### config.mk
export PLATFORM = sky130hd
export DESIGN_NAME = inst_fetch
export DESIGN_NICKNAME = d
export VERILOG_FILES = /design/src/rtl/rv32_pkg.sv /design/src/rtl/pc_next.sv /design/src/rtl/inst_fetch.sv
export SDC_FILE = /design/constraint.sdc
export NUM_CORES = 1
export LEC_CHECK = 0
export CAP_MARGIN = 20
export CELL_PAD_IN_SITES_DETAIL_PLACEMENT = 2
export CELL_PAD_IN_SITES_GLOBAL_PLACEMENT = 2
export CORE_UTILIZATION = 23
export CTS_CLUSTER_SIZE = 20
export DETAILED_ROUTE_END_ITERATION = 10
export PLACE_DENSITY_LB_ADDON = 0.1
export RECOVER_POWER = 25
export REMOVE_ABC_BUFFERS = 1
export SYNTH_ARGS = -nofsm -noshare
export SYNTH_HDL_FRONTEND = slang
export SYNTH_SLANG_ARGS = --single-unit
### constraint.sdc
create_clock -name clk -period 3.35 [get_ports clk]
set_clock_uncertainty 0.05 [all_clocks]
set_input_delay 0.67 -clock clk [delete_from_list [all_inputs] [get_ports clk]]
set_output_delay 0.67 -clock clk [all_outputs]
set_load 0.01 [all_outputs]
### src/rtl/rv32_pkg.sv
// Shared RV32 core types and constants.
// Imported by the fetch unit and its next-pc helper.
package rv32_pkg;

    localparam int XLEN = 32;

    localparam logic [XLEN-1:0] NOP_INSTR = 32'h0000_0013;

    typedef enum logic [2:0] {
        IDLE,
        REQ,
        WAIT,
        HOLD,
        HALT
    } fetch_state_t;

endpackage

### src/rtl/pc_next.sv
// Next-pc selection for the fetch unit.
// Sequential pc+4 (mod 2^32), target mux and alignment check.
module pc_next
    import rv32_pkg::*;
(
    input  logic [XLEN-1:0] pc,
    input  logic            pc_sel,
    input  logic [XLEN-1:0] target,
    output logic [XLEN-1:0] next_pc,
    output logic [XLEN-1:0] pc_plus4,
    output logic            misaligned
);

    // Adder wraps at 32 bits; target is never masked, only checked.
    always_comb begin
        pc_plus4   = pc + 32'd4;
        next_pc    = pc_sel ? target : pc_plus4;
        misaligned = pc_sel && (target[1:0] != 2'b00);
    end

endmodule

### src/rtl/inst_fetch.sv
// Instruction fetch unit: owns pc, fetches over req/resp.
// Holds each instruction until retire, then steers pc.
module inst_fetch
    import rv32_pkg::*;
#(
    parameter logic [XLEN-1:0] RESET_PC = 32'h0000_0000
) (
    input  logic            clk,
    input  logic            rst_n,
    output logic            imem_req,
    output logic [XLEN-1:0] imem_addr,
    input  logic            imem_ready,
    input  logic            imem_rvalid,
    input  logic [XLEN-1:0] imem_rdata,
    output logic [XLEN-1:0] instr,
    output logic            instr_valid,
    input  logic            instr_ready,
    output logic [XLEN-1:0] pc,
    output logic [XLEN-1:0] pc_plus4,
    input  logic            pc_sel,
    input  logic [XLEN-1:0] target,
    output logic            misalign_err
);

    fetch_state_t    state_q, state_d;
    logic [XLEN-1:0] pc_q, pc_d;
    logic [XLEN-1:0] instr_q, instr_d;
    logic            valid_q, valid_d;
    logic            err_q, err_d;

    logic [XLEN-1:0] next_pc;
    logic            misaligned;

    pc_next u_pc_next (
        .pc         (pc_q),
        .pc_sel     (pc_sel),
        .target     (target),
        .next_pc    (next_pc),
        .pc_plus4   (pc_plus4),
        .misaligned (misaligned)
    );

    // State register; reset aborts whatever is in flight.
    always_ff @(posedge clk) begin
        if (!rst_n) begin
            state_q <= IDLE;
            pc_q    <= RESET_PC;
            instr_q <= NOP_INSTR;
            valid_q <= 1'b0;
            err_q   <= 1'b0;
        end else begin
            state_q <= state_d;
            pc_q    <= pc_d;
            instr_q <= instr_d;
            valid_q <= valid_d;
            err_q   <= err_d;
        end
    end

    // Next-state: rvalid only counts in WAIT, retire only in HOLD.
    always_comb begin
        state_d = state_q;
        pc_d    = pc_q;
        instr_d = instr_q;
        valid_d = valid_q;
        err_d   = err_q;
        unique case (state_q)
            IDLE: state_d = REQ;
            REQ: begin
                if (imem_ready) state_d = WAIT;
            end
            WAIT: begin
                if (imem_rvalid) begin
                    instr_d = imem_rdata;
                    valid_d = 1'b1;
                    state_d = HOLD;
                end
            end
            HOLD: begin
                if (instr_ready) begin
                    valid_d = 1'b0;
                    instr_d = NOP_INSTR;
                    if (misaligned) begin
                        err_d   = 1'b1;
                        state_d = HALT;
                    end else begin
                        pc_d    = next_pc;
                        state_d = REQ;
                    end
                end
            end
            HALT: state_d = HALT;
            default: state_d = IDLE;
        endcase
    end

    assign imem_req     = (state_q == REQ);
    assign imem_addr    = pc_q;
    assign pc           = pc_q;
    assign instr        = instr_q;
    assign instr_valid  = valid_q;
    assign misalign_err = err_q;

endmodule

Word-level counts from Yosys, hierarchy flattened
Cells that the tools add are included.
Cells by class
  $add $sub $neg: 1
  equality and inequality tests: 7
  mux-type cells: 12
  bitwise operators: 1
  reductions and logical operators: 8
Operators with widths (count)
  two-way mux 32 bit: 3
  one-hot mux 32 bit (2 select lines): 1
  adder 32 x 3 -> 32 bit, second input constant: 1
  one-hot mux 3 bit (5 select lines): 1
  two-way mux 3 bit: 4
  AND reduction 3 bit: 4
  equality test 3 x 2 -> 1 bit, second input constant: 2
  != test 2 bit, second input constant: 2
  nonzero test 2 bit: 2
  equality test 3 x 1 -> 1 bit, second input constant: 1
  equality test 3 bit, second input constant: 1
  logical NOT 3 bit: 1
  two-way mux 1 bit: 2
  != test 2 x 1 -> 1 bit, second input constant: 1
  one-hot mux 1 bit (2 select lines): 1
  logical AND 1 bit: 1
  inverter 1 bit: 1
Word-level totals
  register bits after elaboration: 69
  input port bits: 70
  output and inout port bits: 131
  logic and storage cells: 34

Longest topological paths before layout
  depth in word-level cells: 5
  depth in mapped cells: 7
  mapped depth without buffers: 6

Hierarchy
Synthesis repeated with hierarchy kept, for this count alone.
Second synthesis, totals
  cells, all modules: 453
  area, all modules: 3940.0 um^2
By module, submodules not included
  inst_fetch: times used 1, cells an instance 279, area each 2812.7 um^2, sequential area each 1381.3 um^2
  pc_next: times used 1, cells an instance 174, area each 1127.3 um^2, sequential area each 0.0 um^2

Least setup slack after synthesis
No wires, ideal clock.
  kind: reg2out
  from: register pc_q[2], in the netlist imem_addr[2]
  to: output pc_plus4[30]
  data arrival time: 1.649 ns
  required time: 2.630 ns
  path slack: 0.981 ns
  cell stages (with the launch flop): 7
  path buffers: 1
  cell sequence: dfxtp_1 -> ha_1 -> nand3_1 -> nor2_1 -> buf_2 -> nand4_1 -> xnor2_1
Between the ends
  word-level cells in the longest chain between the ends: 1
Ends and longest elaborated chain
  from (decl): line inst_fetch.sv:26  | logic [XLEN-1:0] pc_q, pc_d;
  from (signal assigned): line inst_fetch.sv:53  | pc_q <= pc_d;
  adder 32 x 3 -> 32 bit: line pc_next.sv:16  | pc_plus4 = pc + 32'd4;
  to (decl): line inst_fetch.sv:19  | output logic [XLEN-1:0] pc_plus4,
No other way between the ends.

Worst setup path in the final report
Same ends and word-level chain as after synthesis.

==> metrics.txt <==
crit path launch type=flip-flop; R2R Path End=imem_addr[12]; total gr overflow=0; TritonCTS clock tree=built; WP data required=2.63 ns; hold path startpoint=instr_valid; cell taking the most area after synthesis=dfxtp_1; max-slew violations=0; Hold Path End=instr_valid; min-delay worst type=reg2reg; power per cell area=351 nW/µm²; syn avg cell area=8.41 µm²; worst reg2reg path startpoint=state_q[1]; CTS HTree Levels=3; Avg WL per Cell=18.7 µm; initial cell density of the core=23.6%; Fin. Hold Viols=0; Total Die Area=16800 µm²; YS warnings=0; Main synth FF type=dfxtp_1; final setup violating endpoints=0; Cell Area, Placed=5750 µm²; number of global-route vias before repair=4316; post-synth top area share=36.8%; Buffers on Ports=200; DIE WIDTH=130 µm; largest net degree at the start of global routing=46; final WL=15.8 mm; clock buffer depth=2; Peak VDD IR=0.000213 V; Critical Path AT=2.48 ns; nets@finish=694; overall global routing resource usage=19.1%; clock sink count=69; synthesis-stage register bit count=69; GPL Wtd Cong=0.733; post-DP HPWL=11.5 mm; layout cells sized above 1=12.8%; DRT antenna net count=0; number of CTS-inserted buffers=9; Starting DRT DRC Count=145; Worst-path clk slew=0.06 ns; CP max-delay cell=clkdlybuf4s50_1; Tmin final=3.20 ns; crit end category=output port; DR DRC count=0; Final Core Density=39.2%; First-pass DRT Iterations=4; FF-to-FF path depth=5; crit-path max FO=9; maxcap violations=0; r2r setup slk=1.29 ns; CTS Hold Buffers Added=0; antenna violations before repair=0; total number of vias=4055; Yosys cell types=53; Least-Margin Pin Slew=1.06 ns; Root Driver=clkbuf_16; critical path class=reg2out; Ports=201; Relative slew margins=29.6%; Min-Delay Path Depth=2; Synth Instances=446; CP cell instances=ha_2 -> nand3_2 -> nor2_2 -> buf_4 -> nand4_1 -> xnor2_2 -> clkdlybuf4s50_1; # diodes=0; final worst-path cycle share=95.7%; worst skew pair latency=0.34 ns; outcome=completed; Post-Route Setup TNS=0 ns; DR vias/cell=4.81; first-pass GRT wire length=24.1 mm; EDFF count, synth=0; Area contributors post-synth=dfxtp_1 (37%), buf_4 (7.4%), a22oi_1 (5.8%), nor2_1 (4.7%), xnor2_1 (4.7%); area delta synth->final=66.0%; final instance area=6230 µm²; Leak=2.37 nW; CP max stage delay=0.57 ns; die height=130 µm; RSZ-0062 raised after global routing=no; Core Footprint=15900 µm²; register area share after synthesis=36.8%; f_max=0.312 GHz; ys async rst share=0%; synthesized area=3750 µm²; num rows=46; Tot Pwr=2.19 mW
[cell type report]
cell class / count / area (µm²)
Clock buffer: 9 / 225
Clock inverter: 6 / 113
Fill cell: 1767 / 9660
Inverter: 6 / 22.5
Multi-Input combinational cell: 305 / 1950
Sequential cell: 69 / 1390
Tap cell: 216 / 270
Timing Repair Buffer: 232 / 2260
[sequential cells by signal (all words and copies together), names as in the netlist]
name and cells:
state_q 3, imem_addr 32, instr_valid 1, misalign_err 1, instr 32
[cells in the final DEF, fill, tap and decap left out, drive strengths merged, types with 5 or more instances in the layout]
| cell | instances |
|---|---|
| a21oi | 20 |
| a22oi | 29 |
| a31o | 7 |
| a31oi | 8 |
| and3 | 9 |
| buf | 30 |
| clkbuf | 11 |
| clkdlybuf4s50 | 161 |
| dfxtp | 69 |
| dlygate4sd3 | 38 |
| inv | 6 |
| nand2 | 39 |
| nand3 | 23 |
| nand4 | 9 |
| nor2 | 48 |
| nor3b | 5 |
| nor4 | 6 |
| o21ai | 25 |
| o311ai | 9 |
| xnor2 | 20 |
| xor2 | 8 |
[synthesized netlist by cell type, drive strengths merged, types with 8 or more instances]
| cell type | number |
|---|---|
| a21oi | 20 |
| a22oi | 29 |
| a31oi | 8 |
| and3 | 9 |
| buf | 44 |
| clkbuf | 21 |
| dfxtp | 69 |
| nand2 | 39 |
| nand3 | 23 |
| nand4 | 9 |
| nor2 | 48 |
| o21ai | 25 |
| o311ai | 9 |
| xnor2 | 20 |
| xor2 | 8 |
[metal layers]
| metal | share of wire [%] | global-route usage, % | up-vias |
|---|---|---|---|
| met1 | 43 | 23.6 | 1992 |
| li1 | - | - | 1926 |
| met3 | 5.4 | 3.69 | 13 |
| met2 | 51 | 33.0 | 124 |
| met4 | 1.2 | 6.43 | 0 |
| met5 | 0 | 0 | - |
[worst max-delay path by stage]
stage | slack [ns] | startpoint | end
after floorplan | 0.74 | imem_addr[2] | pc_plus4[12]
after global placement | 0.31 | imem_addr[11] | pc_plus4[29]
after detailed placement | 0.22 | imem_addr[4] | pc_plus4[17]
after CTS | 0.02 | imem_addr[2] | pc_plus4[30]
after global routing | 0.002 | imem_addr[12] | pc_plus4[29]
final | 0.15 | imem_addr[2] | pc_plus4[30]
[cells by family after synthesis]
family / after synthesis / synth area share [%]
simple gates: 160 / 23.1
compound gates: 116 / 20.8
buf+inv: 72 / 12.2
flops: 69 / 36.8
xor+xnor: 28 / 6.74
fa+ha+maj: 1 / 0.333
[stage by stage]
| stage | cells | hold slack [ns] | setup slack [ns] |
|---|---|---|---|
| 3_3_place_gp | 817 | 0.411 | 0.310 |
| 2_1_floorplan | 380 | 0.455 | 0.736 |
| 6_report | 843 | 0.443 | 0.146 |
| 5_1_grt | 843 | 0.473 | 0.00245 |
| 4_1_cts | 839 | 0.452 | 0.0164 |
| 3_5_place_dp | 817 | 0.433 | 0.215 |
[repair_timing]
action                     in CTS  in global routing
setup endpoints to repair      16                 17
buffers inserted                7                  3
gates resized for setup         6                  8
pin swaps                       3                  4
[power breakdown]
| part | internal [mW] | switching (mW) | total, mW |
|---|---|---|---|
| sequential | 0.834 | 0.0141 | 0.848 |
| clock | 0.725 | 0.396 | 1.12 |
| combinational | 0.124 | 0.0949 | 0.219 |
| total | 1.68 | 0.505 | 2.19 |
[worst max-delay path: cells and delay by family, from the launching register on]
family | cells | cell delay [ns]
flip-flops | 1 | 0.39
adder cells (fa/ha/maj) | 1 | 0.24
XOR/XNOR | 1 | 0.21
AND/OR/NAND/NOR | 3 | 0.53
buffers and inverters | 2 | 0.78
Note: power is estimated with default switching activity, not from simulation.
